### src/rtl/counter_serial_loader_if.sv
// Serial-link inputs and counter-load outputs of the serial loader.
// master = link/counter side, slave = loader.
interface counter_serial_loader_if #(
  parameter int WIDTH = 8
);
  logic             CS_N;
  logic             SCK;
  logic             SDI;
  logic             LOAD;
  logic [WIDTH-1:0] VALUE;
  logic             BUSY;
  logic             ERR;

  modport master (output CS_N, SCK, SDI, input LOAD, VALUE, BUSY, ERR);
  modport slave  (input CS_N, SCK, SDI, output LOAD, VALUE, BUSY, ERR);
endinterface

### src/rtl/counter_serial_loader.sv
// Serial frame receiver that loads the counter; LOAD pulses 2 CLK after synced CS_N rise.
// No backpressure: the link is free-running and bad frames are dropped with ERR set.
module counter_serial_loader #(
  parameter int WIDTH       = 8,
  parameter bit PARITY_EN   = 1'b1,
  parameter int SYNC_STAGES = 2
) (
  input  logic                    CLK,
  input  logic                    RESET,
  counter_serial_loader_if.slave  bus
);
  localparam int CW = $clog2(WIDTH + 1);

  typedef enum logic [2:0] {IDLE, SHIFT, PARITY, WAIT_END, COMMIT} state_t;

  state_t                 state_q, state_d;
  logic [SYNC_STAGES-1:0] cs_sync_q, cs_sync_d;
  logic [SYNC_STAGES-1:0] sck_sync_q, sck_sync_d;
  logic [SYNC_STAGES-1:0] sdi_sync_q, sdi_sync_d;
  logic [SYNC_STAGES-1:0] flush_q, flush_d;
  logic                   cs_prev_q, cs_prev_d;
  logic                   sck_prev_q, sck_prev_d;
  logic                   armed_q, armed_d;
  logic [WIDTH-1:0]       shift_q, shift_d;
  logic [CW-1:0]          cnt_q, cnt_d;
  logic                   par_q, par_d;
  logic                   ovr_q, ovr_d;
  logic                   err_q, err_d;
  logic                   load_q, load_d;
  logic [WIDTH-1:0]       value_q, value_d;

  logic cs_s, sck_s, sdi_s, flushed;
  logic cs_fall, cs_rise, sck_rise, par_err;

  assign cs_s    = cs_sync_q[SYNC_STAGES-1];
  assign sck_s   = sck_sync_q[SYNC_STAGES-1];
  assign sdi_s   = sdi_sync_q[SYNC_STAGES-1];
  assign flushed = flush_q[SYNC_STAGES-1];

  // CS_N edges only count once a genuine high level has come through the
  // synchronizer, so a CS_N held low across reset cannot start a frame.
  assign cs_fall  = armed_q & cs_prev_q & ~cs_s;
  assign cs_rise  = armed_q & ~cs_prev_q & cs_s;
  assign sck_rise = sck_s & ~sck_prev_q;
  assign par_err  = PARITY_EN ? ((^shift_q) ^ par_q) : 1'b0;

  always_comb begin
    cs_sync_d  = {cs_sync_q[SYNC_STAGES-2:0], bus.CS_N};
    sck_sync_d = {sck_sync_q[SYNC_STAGES-2:0], bus.SCK};
    sdi_sync_d = {sdi_sync_q[SYNC_STAGES-2:0], bus.SDI};
    flush_d    = {flush_q[SYNC_STAGES-2:0], 1'b1};
    cs_prev_d  = cs_s;
    sck_prev_d = sck_s;
    armed_d    = armed_q | (flushed & cs_s);
    state_d    = state_q;
    shift_d    = shift_q;
    cnt_d      = cnt_q;
    par_d      = par_q;
    ovr_d      = ovr_q;
    err_d      = err_q;
    load_d     = 1'b0;
    value_d    = value_q;

    case (state_q)
      IDLE: begin
        if (cs_fall) begin
          state_d = SHIFT;
          err_d   = 1'b0;
          cnt_d   = '0;
          shift_d = '0;
          par_d   = 1'b0;
          ovr_d   = 1'b0;
        end
      end
      SHIFT: begin
        if (cs_rise) begin
          err_d   = 1'b1;
          state_d = IDLE;
        end else if (sck_rise) begin
          shift_d = {shift_q[WIDTH-2:0], sdi_s};
          cnt_d   = cnt_q + CW'(1);
          if (cnt_q == CW'(WIDTH - 1))
            state_d = PARITY_EN ? PARITY : WAIT_END;
        end
      end
      PARITY: begin
        if (cs_rise) begin
          err_d   = 1'b1;
          state_d = IDLE;
        end else if (sck_rise) begin
          par_d   = sdi_s;
          state_d = WAIT_END;
        end
      end
      WAIT_END: begin
        if (cs_rise) begin
          if (ovr_q | par_err) begin
            err_d   = 1'b1;
            state_d = IDLE;
          end else begin
            state_d = COMMIT;
          end
        end else if (sck_rise) begin
          ovr_d = 1'b1;
        end
      end
      COMMIT: begin
        value_d = shift_q;
        load_d  = 1'b1;
        state_d = IDLE;
      end
      default: state_d = IDLE;
    endcase
  end

  always_ff @(posedge CLK or posedge RESET) begin
    if (RESET) begin
      state_q    <= IDLE;
      cs_sync_q  <= '1;
      sck_sync_q <= '0;
      sdi_sync_q <= '0;
      flush_q    <= '0;
      cs_prev_q  <= 1'b1;
      sck_prev_q <= 1'b0;
      armed_q    <= 1'b0;
      shift_q    <= '0;
      cnt_q      <= '0;
      par_q      <= 1'b0;
      ovr_q      <= 1'b0;
      err_q      <= 1'b0;
      load_q     <= 1'b0;
      value_q    <= '0;
    end else begin
      state_q    <= state_d;
      cs_sync_q  <= cs_sync_d;
      sck_sync_q <= sck_sync_d;
      sdi_sync_q <= sdi_sync_d;
      flush_q    <= flush_d;
      cs_prev_q  <= cs_prev_d;
      sck_prev_q <= sck_prev_d;
      armed_q    <= armed_d;
      shift_q    <= shift_d;
      cnt_q      <= cnt_d;
      par_q      <= par_d;
      ovr_q      <= ovr_d;
      err_q      <= err_d;
      load_q     <= load_d;
      value_q    <= value_d;
    end
  end

  assign bus.LOAD  = load_q;
  assign bus.VALUE = value_q;
  assign bus.ERR   = err_q;
  assign bus.BUSY  = (state_q != IDLE);
endmodule

### src/flat_wrapper.sv
// flat-port wrapper written by rule: the top's interface ports become plain ports
module counter_serial_loader_flat 
#(
  parameter int WIDTH       = 8,
  parameter bit PARITY_EN   = 1'b1,
  parameter int SYNC_STAGES = 2
)
  (CLK, RESET, bus_CS_N, bus_SCK, bus_SDI, bus_LOAD, bus_VALUE, bus_BUSY, bus_ERR);
  counter_serial_loader_if #(.WIDTH(WIDTH)) bus_i ();
  input  logic CLK;
  input  logic RESET;
  input wire logic [$bits(bus_i.CS_N)-1:0] bus_CS_N;
  input wire logic [$bits(bus_i.SCK)-1:0] bus_SCK;
  input wire logic [$bits(bus_i.SDI)-1:0] bus_SDI;
  output wire logic [$bits(bus_i.LOAD)-1:0] bus_LOAD;
  output wire logic [$bits(bus_i.VALUE)-1:0] bus_VALUE;
  output wire logic [$bits(bus_i.BUSY)-1:0] bus_BUSY;
  output wire logic [$bits(bus_i.ERR)-1:0] bus_ERR;
  assign bus_i.CS_N = bus_CS_N;
  assign bus_i.SCK = bus_SCK;
  assign bus_i.SDI = bus_SDI;
  assign bus_LOAD = bus_i.LOAD;
  assign bus_VALUE = bus_i.VALUE;
  assign bus_BUSY = bus_i.BUSY;
  assign bus_ERR = bus_i.ERR;
  counter_serial_loader #(.WIDTH(WIDTH), .PARITY_EN(PARITY_EN), .SYNC_STAGES(SYNC_STAGES)) u_core (.CLK(CLK), .RESET(RESET), .bus(bus_i));
endmodule
### config.mk
export PLATFORM = sky130hd
export DESIGN_NAME = counter_serial_loader_flat
export DESIGN_NICKNAME = d
export VERILOG_FILES = /design/src/rtl/counter_serial_loader_if.sv /design/src/rtl/counter_serial_loader.sv /design/src/flat_wrapper.sv
export SDC_FILE = /design/constraint.sdc
export NUM_CORES = 1
export LEC_CHECK = 0
export ABC_AREA = 1
export BUFFER_PORTS_ARGS = -buffer_cell sky130_fd_sc_hd__buf_4
export CAP_MARGIN = 5
export CORE_MARGIN = 4
export CORE_UTILIZATION = 57
export CTS_BUF_LIST = sky130_fd_sc_hd__clkbuf_8 sky130_fd_sc_hd__clkbuf_16
export DETAILED_ROUTE_END_ITERATION = 8
export GPL_TIMING_DRIVEN = 0
export PLACE_DENSITY = 0.74
export SYNTH_ARGS = -nofsm -noshare
export SYNTH_HDL_FRONTEND = slang
export SYNTH_SLANG_ARGS = --single-unit
### constraint.sdc
create_clock -name CLK -period 1.5 [get_ports CLK]
set_input_delay 0.225 -clock CLK [delete_from_list [all_inputs] [get_ports CLK]]
set_output_delay 0.225 -clock CLK [all_outputs]
set_load 0.01 [all_outputs]
==> impl_summary.log, run 1 <==
[metrics] result of the run: finished with violations
[metrics] failing checks: hold timing
[metrics] syn nets: 190
[metrics] initial DRC count: 62
[metrics] WL/cell: 13.06 µm
[metrics] combinational family with the most area after synthesis: simple AND/OR/NAND/NOR gates
[metrics] share of post-route cells with drive strength above 1: 26.54%
[metrics] number of pins exceeding their max-slew limit in the final report: 0
[metrics] post-layout minimum cycle time: 1.472 ns
[metrics] Clock Latency Late Sink: 0.29 ns
[metrics] unrepaired setup endpoints after global routing: true
[metrics] Worst slew margin: about three fifths
[metrics] number of endpoints with negative hold slack in the final report: 10
[metrics] first-pass detailed-route iteration total: 4
[metrics] IR Drop Worst-Case VDD: 0.001323 V
[metrics] Max Freq: around 0.68 GHz
[metrics] Clock Path Buffers: 2
[metrics] PD cells: around 1500 nW/µm²
[metrics] overall routing resource usage: around a fifth
[metrics] count of pins on the block boundary: 16
[metrics] x dimension of the die: roughly 62 µm
[metrics] htree depth: 2
[metrics] Area Overhead vs Synth: 19.38%
[metrics] CTS Buf Count: 5
[metrics] synthesis warning total: 0
[metrics] total wire length after detailed routing: 3160 µm
[metrics] largest fanout on the critical path: 5
[metrics] vias post-DR: 1346
[metrics] number of synthesized register bits: 38
[metrics] port buffer count: 15
[metrics] Clk pin slew, worst setup/hold paths: 0.07 ns
[metrics] final routed DRC violation total: 0
[metrics] number of standard cells in the layout, taps in and fillers out: 242
[metrics] CTS Root Buffer Type: clkbuf_8
[metrics] Synth Instances: 184
[metrics] cells taking the most area after synthesis: dfrtp_1, nand2_1, dfstp_2
[metrics] share of the clock period used by the worst path after layout: a little over nine tenths
[metrics] Routed Antenna Nets: 0
[metrics] reg-to-reg startpoint: u_core.state_q[2]
[metrics] number of global-route vias before repair: 1221
[metrics] Total Nets Final: 216
[metrics] final setup violation count: 0
[metrics] standard-cell row count: 19
[metrics] average vias per placed instance: 5.562
[metrics] mux contribution to synthesized area: 0.6011%
[metrics] final total negative setup slack: 0 ns
[metrics] summed instance area of the synthesized netlist: 1665 µm²
[metrics] WP data arrival: approximately 1.7 ns
[metrics] portion of the post-synthesis area used by sequential elements: 57.33%
[metrics] area inside the core boundary: 2781 µm²
[metrics] reg-to-reg setup timing slack: 0.03 ns
[metrics] antenna violations before repair: 0
[metrics] data required time of the worst path: between 1.5 and 2 ns
[metrics] share of the synthesized netlist area taken by xor and xnor gates: 0%
[metrics] Total Die Area: 3850 µm²
[metrics] initial core utilization: 59.87%
[metrics] CP startpoint kind: flop
[metrics] filler cell count: 210
[metrics] maximum number of pins on one net before global-route repair: 26
[metrics] Synth top area share: a little over half
[metrics] Cells after DPL: 231
[metrics] number of sinks driven by the clock tree: 38
[metrics] leakage power total: 0.001017 µW
[metrics] adder-cell area share of the yosys netlist: less than 1%
[metrics] dominant cell type by area after synthesis: dfrtp_1
[metrics] clock tree skew after final layout: 0.004281 ns
[metrics] Max Cap Violations: 0
[metrics] Ant. Diodes: 0
[metrics] placer's final routability congestion estimate: 0.8390
[metrics] actual slew at the worst max-slew pin: 0.5813 ns
[metrics] CP endpoint kind: flop
[metrics] Hold WS: -0.007461 ns
[metrics] global-route wire length before repair: 5244 µm
[metrics] floorplan die height: a little over 60 µm
[metrics] total grt overflow: 0
[metrics] Distinct cells, synth: 26
[metrics] Compound-Gate Fraction of Synth Area: 9.992%
[metrics] Detail Placement HPWL: 2242 µm
[metrics] startpoint-to-endpoint class of the critical path: reg2reg
[metrics] post-synthesis simple-gate area fraction: 23.89%
[metrics] Syn Area/Cell: 9.051 µm²
[metrics] CTS tree: done
[metrics] start point of the critical path: u_core.state_q[2]
[metrics] Pwr Total: 2966 µW
[metrics] min-delay worst type: in2async
-- registers in the layout, summed over array words and instances, names as in the netlist --
name,count
u_core.armed_q,1
u_core.bus.ERR,1
u_core.bus.LOAD,1
u_core.bus.VALUE,8
u_core.cnt_q,4
u_core.cs_prev_q,1
u_core.cs_sync_q,2
u_core.flush_q,2
u_core.ovr_q,1
u_core.par_q,1
u_core.sck_prev_q,1
u_core.sck_sync_q,2
u_core.sdi_sync_q,2
u_core.shift_q,8
u_core.state_q,3
-- cell families after synthesis --
group	Yosys count
AND/OR/NAND/NOR	88
flip-flops	38
AO/OA/AOI/OAI	29
buffers and inverters	26
multiplexers	1
adder cells (fa/ha/maj)	1
other	1
-- synth_stat cells (all sizes together) --
cell,instances
o22ai,7
dfrtp,35
dfstp,3
nor3,3
inv,23
a31oi,1
nor2,7
conb,1
ha,1
buf,3
o21ai,14
nor4,1
nand2,60
nor3b,1
nand3,15
a21oi,7
mux2i,1
nand4,1
-- layer usage --
| layer | vias up | part of all wire [%] | global-route usage, % |
|---|---|---|---|
| met3 | 10 | 5.9 | 4.752 |
| met5 | - | 0 | 0 |
| met2 | 42 | 47 | 28.70 |
| met1 | 638 | 44 | 25.27 |
| met4 | 0 | 3.2 | 13.33 |
| li1 | 656 | - | - |
-- worst paths after layout --
check                                             to  depth (start not counted)
worst max register to register     u_core.state_q[0]                          7
worst min register to register     u_core.flush_q[1]                          0
min in group CLK                 u_core.cs_sync_q[0]                          1
max in group asynchronous          u_core.shift_q[4]                          3
worst max-delay path               u_core.state_q[0]                          7
worst min-delay path            u_core.sck_sync_q[0]                          2
-- worst max-delay path: stages, from the launching register on --
cell and delay, ns:
dfrtp_1 0.45, inv_2 0.13, nand3_1 0.10, a21oi_1 0.31, o21ai_1 0.17, nand3_1 0.13, nand2_1 0.06, nand2_1 0.05
-- power by group --
part,internal (µW),switching (µW)
Sequential,1170,106
Combinational,336,515
Clock,489,356
-- placed cells by master, fill, tap and decap left out, types with 2 or more instances in the layout --
cell | synthesis | final
nand3_1 | 14 | 14
nand2_2 | 3 | 3
nor2_1 | 6 | 3
dfrtp_1 | 35 | 35
dfstp_2 | 3 | 3
clkinv_2 | 0 | 2
buf_6 | 3 | 3
o21ai_2 | 3 | 3
nor2_2 | 1 | 3
o21ai_0 | 10 | 10
clkbuf_8 | 0 | 5
a21oi_1 | 7 | 7
inv_2 | 3 | 9
nand2_1 | 57 | 57
buf_4 | 0 | 18
o22ai_1 | 7 | 7
inv_1 | 20 | 14
-- stage by stage --
step | utilization, % | hold WS, ns | cell area, µm² | worst slack (ns)
final | 71.48 | -0.007461 | 1988 | 0.02808
after global routing | 71.48 | 0.02732 | 1988 | -0.07428
after CTS | 70.22 | 0.004012 | 1953 | 0.02921
after detailed placement | 66.31 | 0.3257 | 1844 | 0.05813
after global placement | 65.32 | 0.3321 | 1817 | -0.02568
after floorplan | - | 0.2295 | 1665 | 0.1878
-- layout make-up --
type / instances / area (µm²) / share of cell area, %
Sequential cell: 38 / 954.7 / 48.02
Multi-Input combinational cell: 120 / 603.1 / 30.33
Timing Repair Buffer: 19 / 162.7 / 8.181
Inverter: 23 / 86.33 / 4.342
Clock buffer: 5 / 68.82 / 3.461
Clock inverter: 3 / 40.04 / 2.014
Tap cell: 31 / 38.79 / 1.951
Buffer: 3 / 33.78 / 1.699
-- timing repair --
action | CTS | global route
setup buffers | 0 | 3
resized for setup | 0 | 10
hold buffers | 0 | 0
setup endpoints to repair | 0 | 13
Power figures use the tool's default switching activity.
==> inputs of run 2 (changes only) <==
--- a/config.mk
+++ b/config.mk
@@ -9,11 +9,11 @@
 export BUFFER_PORTS_ARGS = -buffer_cell sky130_fd_sc_hd__buf_4
 export CAP_MARGIN = 5
 export CORE_MARGIN = 4
-export CORE_UTILIZATION = 57
-export CTS_BUF_LIST = sky130_fd_sc_hd__clkbuf_8 sky130_fd_sc_hd__clkbuf_16
+export CORE_UTILIZATION = 60
+export CTS_BUF_LIST = sky130_fd_sc_hd__clkbuf_8
 export DETAILED_ROUTE_END_ITERATION = 8
 export GPL_TIMING_DRIVEN = 0
-export PLACE_DENSITY = 0.74
+export PLACE_DENSITY = 0.78
 export SYNTH_ARGS = -nofsm -noshare
 export SYNTH_HDL_FRONTEND = slang
 export SYNTH_SLANG_ARGS = --single-unit
==> impl_summary.log, run 2 (synthesis gave the netlist of run 1 again) <==
[metrics] result of the run: finished clean (was finished with violations)
[metrics] number of sinks driven by the clock tree: 38 (unchanged)
[metrics] reg-to-reg setup timing slack: 0.003 ns (was 0.03 ns)
[metrics] Max Freq: 0.6678 GHz (was 0.6794 GHz)
[metrics] R2R Path End: u_core.cnt_q[3] (was u_core.state_q[0])
[metrics] htree depth: 2 (unchanged)
[metrics] number of cells on the worst reg-to-reg path: 7 (unchanged)
[metrics] Total Die Area: 3683 µm² (was 3850 µm²)
[metrics] maximum number of pins on one net before global-route repair: 27 (was 26)
[metrics] floorplan die height: 60.69 µm (was 62.05 µm)
[metrics] leakage power total: 0.001050 µW (was 0.001017 µW)
[metrics] PD cells: 1419 nW/µm² (was 1492 nW/µm²)
[metrics] initial DRC count: 60 (was 62)
[metrics] number of endpoints with negative hold slack in the final report: 0 (was 10)
[metrics] average vias per placed instance: 5.585 (was 5.562)
[metrics] WP data arrival: 1.67 ns (was 1.71 ns)
[metrics] Cells after DPL: 230 (was 231)
[metrics] Detail Placement HPWL: 2260 µm (was 2242 µm)
[metrics] final routed DRC violation total: 0 (unchanged)
[metrics] total wire length after detailed routing: 3373 µm (was 3160 µm)
[metrics] actual slew at the worst max-slew pin: 0.5520 ns (was 0.5813 ns)
[metrics] standard-cell row count: 18 (was 19)
[metrics] total grt overflow: 0 (unchanged)
[metrics] CTS Root Buffer Type: clkbuf_8 (unchanged)
[metrics] Routed Antenna Nets: 0 (unchanged)
[metrics] WL/cell: 13.71 µm (was 13.06 µm)
[metrics] post-layout minimum cycle time: 1.497 ns (was 1.472 ns)
[metrics] area taken by flip-flops and latches: 954.7 µm² (unchanged)
[metrics] start point of the critical path: u_core.cs_sync_q[1] (was u_core.state_q[2])
[metrics] IR Drop Worst-Case VDD: 0.001197 V (was 0.001323 V)
[metrics] number of standard cells in the layout, taps in and fillers out: 246 (was 242)
[metrics] Clock Path Buffers: 2 (unchanged)
[metrics] filler cell count: 152 (was 210)
[metrics] area inside the core boundary: 2567 µm² (was 2781 µm²)
[metrics] port buffer count: 15 (unchanged)
[metrics] Max Cap Violations: 0 (unchanged)
[metrics] number of pins exceeding their max-slew limit in the final report: 0 (unchanged)
[metrics] final setup violation count: 0 (unchanged)
[metrics] first-pass detailed-route iteration total: 4 (unchanged)
[metrics] reg-to-reg startpoint: u_core.cs_sync_q[1] (was u_core.state_q[2])
[metrics] data required time of the worst path: 1.68 ns (was 1.73 ns)
[metrics] CP startpoint kind: flop (unchanged)
[metrics] Clock Latency Late Sink: 0.29 ns (about the same)
[metrics] antenna violations before repair: 0 (unchanged)
[metrics] Total Nets Final: 221 (was 216)
[metrics] Hold WS: 0.03890 ns (was -0.007461 ns)
[metrics] multi-input logic area: 628.1 µm² (was 603.1 µm²)
[metrics] CP endpoint kind: flop (unchanged)
[metrics] Ant. Diodes: 0 (unchanged)
[metrics] commonest non-fill, non-tap cell in the layout: nand2_1 (unchanged)
[metrics] unrepaired setup endpoints after global routing: true (unchanged)
[metrics] post-route setup slack: 0.002564 ns (was 0.02808 ns)
[metrics] min-delay worst type: in2reg (was in2async)
[metrics] clock tree skew after final layout: 0.006118 ns (was 0.004281 ns)
[metrics] global-route wire length before repair: 5423 µm (was 5244 µm)
[metrics] vias post-DR: 1374 (was 1346)
[metrics] pre-CTS WS: 0.05784 ns (was 0.05813 ns)
[metrics] overall routing resource usage: 20.68% (was 19.50%)
[metrics] most used cells in the layout excluding fill and tap cells: nand2_1, dfrtp_1, buf_4, inv_1, nand3_1 (unchanged)
[metrics] count of pins on the block boundary: 16 (unchanged)
[metrics] CTS tree: done (unchanged)
[metrics] initial core utilization: 64.86% (was 59.87%)
[metrics] startpoint-to-endpoint class of the critical path: reg2reg (unchanged)
[metrics] number of global-route vias before repair: 1246 (was 1221)
[metrics] x dimension of the die: 60.69 µm (was 62.05 µm)
[metrics] largest fanout on the critical path: 5 (unchanged)
[metrics] endpoint of the most critical setup path: u_core.cnt_q[3] (was u_core.state_q[0])
[metrics] placer's final routability congestion estimate: 0.8825 (was 0.8390)
[metrics] Worst slew margin: 63.16% (was 61.20%)
[metrics] Area Overhead vs Synth: 23.74% (was 19.38%)
[metrics] CTS Buf Count: 5 (unchanged)
[metrics] Clk pin slew, worst setup/hold paths: 0.07 ns (about the same)
[metrics] share of post-route cells with drive strength above 1: 27.31% (was 26.54%)
[metrics] share of the clock period used by the worst path after layout: 99.83% (was 98.13%)
[metrics] start point of the worst min-delay path: bus_SCK
==> run 2: through the flow <==
stage / instance area, µm² / setup TNS (ns) / util (%) / power [µW]
after global routing: 2061 / -0.6302 / 80.26 / 3092
after detailed placement: 1843 / 0 / 71.78 / 2088
after CTS: 1951 / 0 / 75.97 / 2825
after global placement: 1815 / 0 / 70.71 / 2032
after floorplan: 1665 / 0 / - / 1854
final: 2061 / 0 / 80.26 / 2924
==> run 2: how the worst min path moves through the flow <==
stage                      endpoint  slack, ns  cells after the start
3_5_place_dp      u_core.flush_q[0]       0.31                      2
3_3_place_gp      u_core.flush_q[1]       0.33                      0
2_1_floorplan   u_core.cs_sync_q[0]       0.23                      0
6_report       u_core.sck_sync_q[0]       0.04                      1
5_1_grt        u_core.sck_sync_q[0]       0.02                      1
4_1_cts        u_core.sdi_sync_q[0]       0.03                      1
==> run 2: critical path: stages, from the launching register on <==
cell     delay [ns]
dfstp_2        0.54
inv_2          0.05
nor3_4         0.27
nor2_4         0.07
nand2_2        0.10
buf_6          0.14
o21ai_2        0.06
nor3b_2        0.14
==> run 2: area by class of cell <==
class                   count  share of cell area (%)
clock inverters             2                  0.6072
flip-flops and latches     38                   46.33
clock buffers               6                   4.007
multi-input cells         120                   30.48
well taps                  30                   1.821
repair buffers             24                   10.93
inverters                  23                   4.189
plain buffers               3                   1.639
==> run 2: metal layers <==
layer / vias up / routed length [µm] / track usage [%]
li1: 659 / - / -
met1: 667 / 1441 / 24.86
met2: 37 / 1637 / 32.98
met3: 11 / 196 / 6.383
met4: 0 / 97 / 11.76
met5: - / 0 / 0
==> run 2: report_power, final <==
part / switching [µW] / total (µW) / internal [µW]
combinational: 558 / 927 / 369
clock: 356 / 725 / 369
sequential: 106 / 1270 / 1170
total: 1020 / 2920 / 1900
==> run 2: repair_timing <==
action	4_1_cts	5_1_grt
hold buffers	1	0
endpoints found under the setup margin	1	6
gates resized for setup	1	11
gates cloned	0	1
buffers inserted	0	6
endpoints found under the hold margin	9	0
pin swaps	0	4
==> inputs of run 3 (changes only) <==
--- a/config.mk
+++ b/config.mk
@@ -13,7 +13,7 @@
 export CTS_BUF_LIST = sky130_fd_sc_hd__clkbuf_8
 export DETAILED_ROUTE_END_ITERATION = 8
 export GPL_TIMING_DRIVEN = 0
-export PLACE_DENSITY = 0.78
+export PLACE_DENSITY_LB_ADDON = 0.15
 export SYNTH_ARGS = -nofsm -noshare
 export SYNTH_HDL_FRONTEND = slang
 export SYNTH_SLANG_ARGS = --single-unit
==> constraint.sdc (replaced) <==
create_clock -name CLK -period 1.8 [get_ports CLK]
set_input_delay 0.27 -clock CLK [delete_from_list [all_inputs] [get_ports CLK]]
set_output_delay 0.27 -clock CLK [all_outputs]
set_load 0.01 [all_outputs]
==> impl_summary.log, run 3 (synthesis gave the netlist of run 1 again) <==
[metrics] result of the run: finished clean (unchanged)
[metrics] Area Overhead vs Synth: 16.15% (was 23.74%)
[metrics] final setup violation count: 0 (unchanged)
[metrics] Routed Antenna Nets: 0 (unchanged)
[metrics] count of pins on the block boundary: 16 (unchanged)
[metrics] WL/cell: 13.29 µm (was 13.71 µm)
[metrics] port buffer count: 15 (unchanged)
[metrics] antenna violations before repair: 0 (unchanged)
[metrics] data required time of the worst path: 1.97 ns (was 1.68 ns)
[metrics] Clk pin slew, worst setup/hold paths: 0.07 ns (about the same)
[metrics] WP data arrival: 1.72 ns (was 1.67 ns)
[metrics] clock tree skew after final layout: 0.01005 ns (was 0.006118 ns)
[metrics] initial DRC count: 57 (was 60)
[metrics] CTS tree: done (unchanged)
[metrics] post-route setup slack: 0.2569 ns (was 0.002564 ns)
[metrics] filler cell count: 172 (was 152)
[metrics] initial core utilization: 64.86% (unchanged)
[metrics] CTS Root Buffer Type: clkbuf_8 (unchanged)
[metrics] area inside the core boundary: 2567 µm² (unchanged)
[metrics] Total Die Area: 3683 µm² (unchanged)
[metrics] Clock Latency Late Sink: 0.29 ns (about the same)
[metrics] number of global-route vias before repair: 1284 (was 1246)
[metrics] Max Cap Violations: 0 (unchanged)
[metrics] number of pins exceeding their max-slew limit in the final report: 0 (unchanged)
[metrics] Hold WS: 0.03317 ns (was 0.03890 ns)
[metrics] post-layout minimum cycle time: 1.543 ns (was 1.497 ns)
[metrics] overall routing resource usage: 20.83% (was 20.68%)
[metrics] placer's final routability congestion estimate: 0.8642 (was 0.8825)
[metrics] first-pass detailed-route iteration total: 5 (was 4)
[metrics] average vias per placed instance: 5.504 (was 5.585)
[metrics] share of post-route cells with drive strength above 1: 20.67% (was 27.31%)
[metrics] area taken by flip-flops and latches: 954.7 µm² (unchanged)
[metrics] commonest non-fill, non-tap cell in the layout: nand2_1 (unchanged)
[metrics] vias post-DR: 1310 (was 1374)
[metrics] Detail Placement HPWL: 2246 µm (was 2260 µm)
[metrics] reg-to-reg startpoint: u_core.cs_prev_q (was u_core.cs_sync_q[1])
[metrics] Clock Path Buffers: 2 (unchanged)
[metrics] cts repair resizes: 0 (was 1)
[metrics] number of cells on the worst reg-to-reg path: 6 (was 7)
[metrics] R2R Path End: u_core.cnt_q[3] (unchanged)
[metrics] CTS Buf Count: 5 (unchanged)
[metrics] number of sinks driven by the clock tree: 38 (unchanged)
[metrics] x dimension of the die: 60.69 µm (unchanged)
[metrics] largest fanout on the critical path: 10 (was 5)
[metrics] actual slew at the worst max-slew pin: 0.5560 ns (was 0.5520 ns)
[metrics] Ant. Diodes: 0 (unchanged)
[metrics] number of endpoints with negative hold slack in the final report: 0 (unchanged)
[metrics] global-route wire length before repair: 5561 µm (was 5423 µm)
[metrics] pre-CTS WS: 0.3482 ns (was 0.05784 ns)
[metrics] buffers inserted by post-CTS timing repair: 0 (unchanged)
[metrics] maximum number of pins on one net before global-route repair: 27 (unchanged)
[metrics] unrepaired setup endpoints after global routing: false (was true)
[metrics] htree depth: 2 (unchanged)
[metrics] PD cells: 1201 nW/µm² (was 1419 nW/µm²)
[metrics] multi-input logic area: 590.6 µm² (was 628.1 µm²)
[metrics] hold buffer count at CTS: 0 (was 1)
[metrics] Max Freq: 0.6480 GHz (was 0.6678 GHz)
[metrics] CP startpoint kind: flop (unchanged)
[metrics] IR Drop Worst-Case VDD: 0.0009570 V (was 0.001197 V)
[metrics] standard-cell row count: 18 (unchanged)
[metrics] leakage power total: 0.0009958 µW (was 0.001050 µW)
[metrics] total grt overflow: 0 (unchanged)
[metrics] most used cells in the layout excluding fill and tap cells: nand2_1, dfrtp_1, inv_1, buf_4, nand3_1 (was nand2_1, dfrtp_1, buf_4, inv_1, nand3_1)
[metrics] min-delay worst type: in2async (was in2reg)
[metrics] total wire length after detailed routing: 3164 µm (was 3373 µm)
[metrics] reg-to-reg setup timing slack: 0.26 ns (was 0.003 ns)
[metrics] CP endpoint kind: flop (unchanged)
[metrics] floorplan die height: 60.69 µm (unchanged)
[metrics] Worst slew margin: 62.89% (was 63.16%)
[metrics] final routed DRC violation total: 0 (unchanged)
[metrics] startpoint-to-endpoint class of the critical path: reg2reg (unchanged)
[metrics] final total negative setup slack: 0 ns (unchanged)
[metrics] Total Nets Final: 213 (was 221)
[metrics] share of the clock period used by the worst path after layout: 85.73% (was 99.83%)
[run 3: changes by cell type in the layout (fill, tap and decap cells not counted), sizes merged]
cell / change
buf: -7
clkinvlp: -1
dlygate4sd3: -1
inv: +1
[run 3: worst max path at each step]
| stage | start | to | cells past startpoint |
|---|---|---|---|
| 5_1_grt | u_core.cs_prev_q | u_core.cnt_q[3] | 6 |
| 4_1_cts | u_core.cs_prev_q | u_core.cnt_q[3] | 6 |
| 2_1_floorplan | u_core.cs_sync_q[1] | u_core.bus.ERR | 9 |
| 3_3_place_gp | RESET | u_core.bus.VALUE[2] | 2 |
| 6_report | u_core.cs_prev_q | u_core.cnt_q[3] | 6 |
| 3_5_place_dp | u_core.cs_prev_q | u_core.cnt_q[3] | 6 |
[run 3: power breakdown]
group | internal, µW | switching [µW]
clock | 303 | 281
combinational | 261 | 422
sequential | 971 | 85.0
total | 1530 | 788
[run 3: layout make-up]
class | instances | share of cell area [%]
well taps | 30 | 1.940
clock buffers | 6 | 4.269
clock inverters | 2 | 0.4528
flip-flops and latches | 38 | 49.35
repair buffers | 16 | 7.244
inverters | 23 | 4.463
multi-input cells | 120 | 30.53
plain buffers | 3 | 1.746
[run 3: stage by stage]
step,cells,total power [µW],area (µm²),util [%]
after floorplan,184,1545,1665,-
after global placement,229,1692,1815,70.71
after detailed placement,230,1739,1843,71.78
after CTS,238,2323,1934,75.34
after global routing,238,2469,1934,75.34
final,238,2323,1934,75.34
[run 3: per-layer routing]
layer	track usage (%)	part of all wire (%)	vias to the layer above
met3	7.021	7.1	12
met1	25.77	42	607
met5	0	0	-
met2	32.06	47	52
li1	-	-	639
met4	11.76	3.1	0
[run 3: worst max-delay path, stage by stage, from the launching register on]
cell     delay [ns]
dfstp_2        0.56
nor3_4         0.05
nor2_2         0.21
nand2_2        0.13
buf_6          0.16
nor3_1         0.23
nor3b_2        0.09
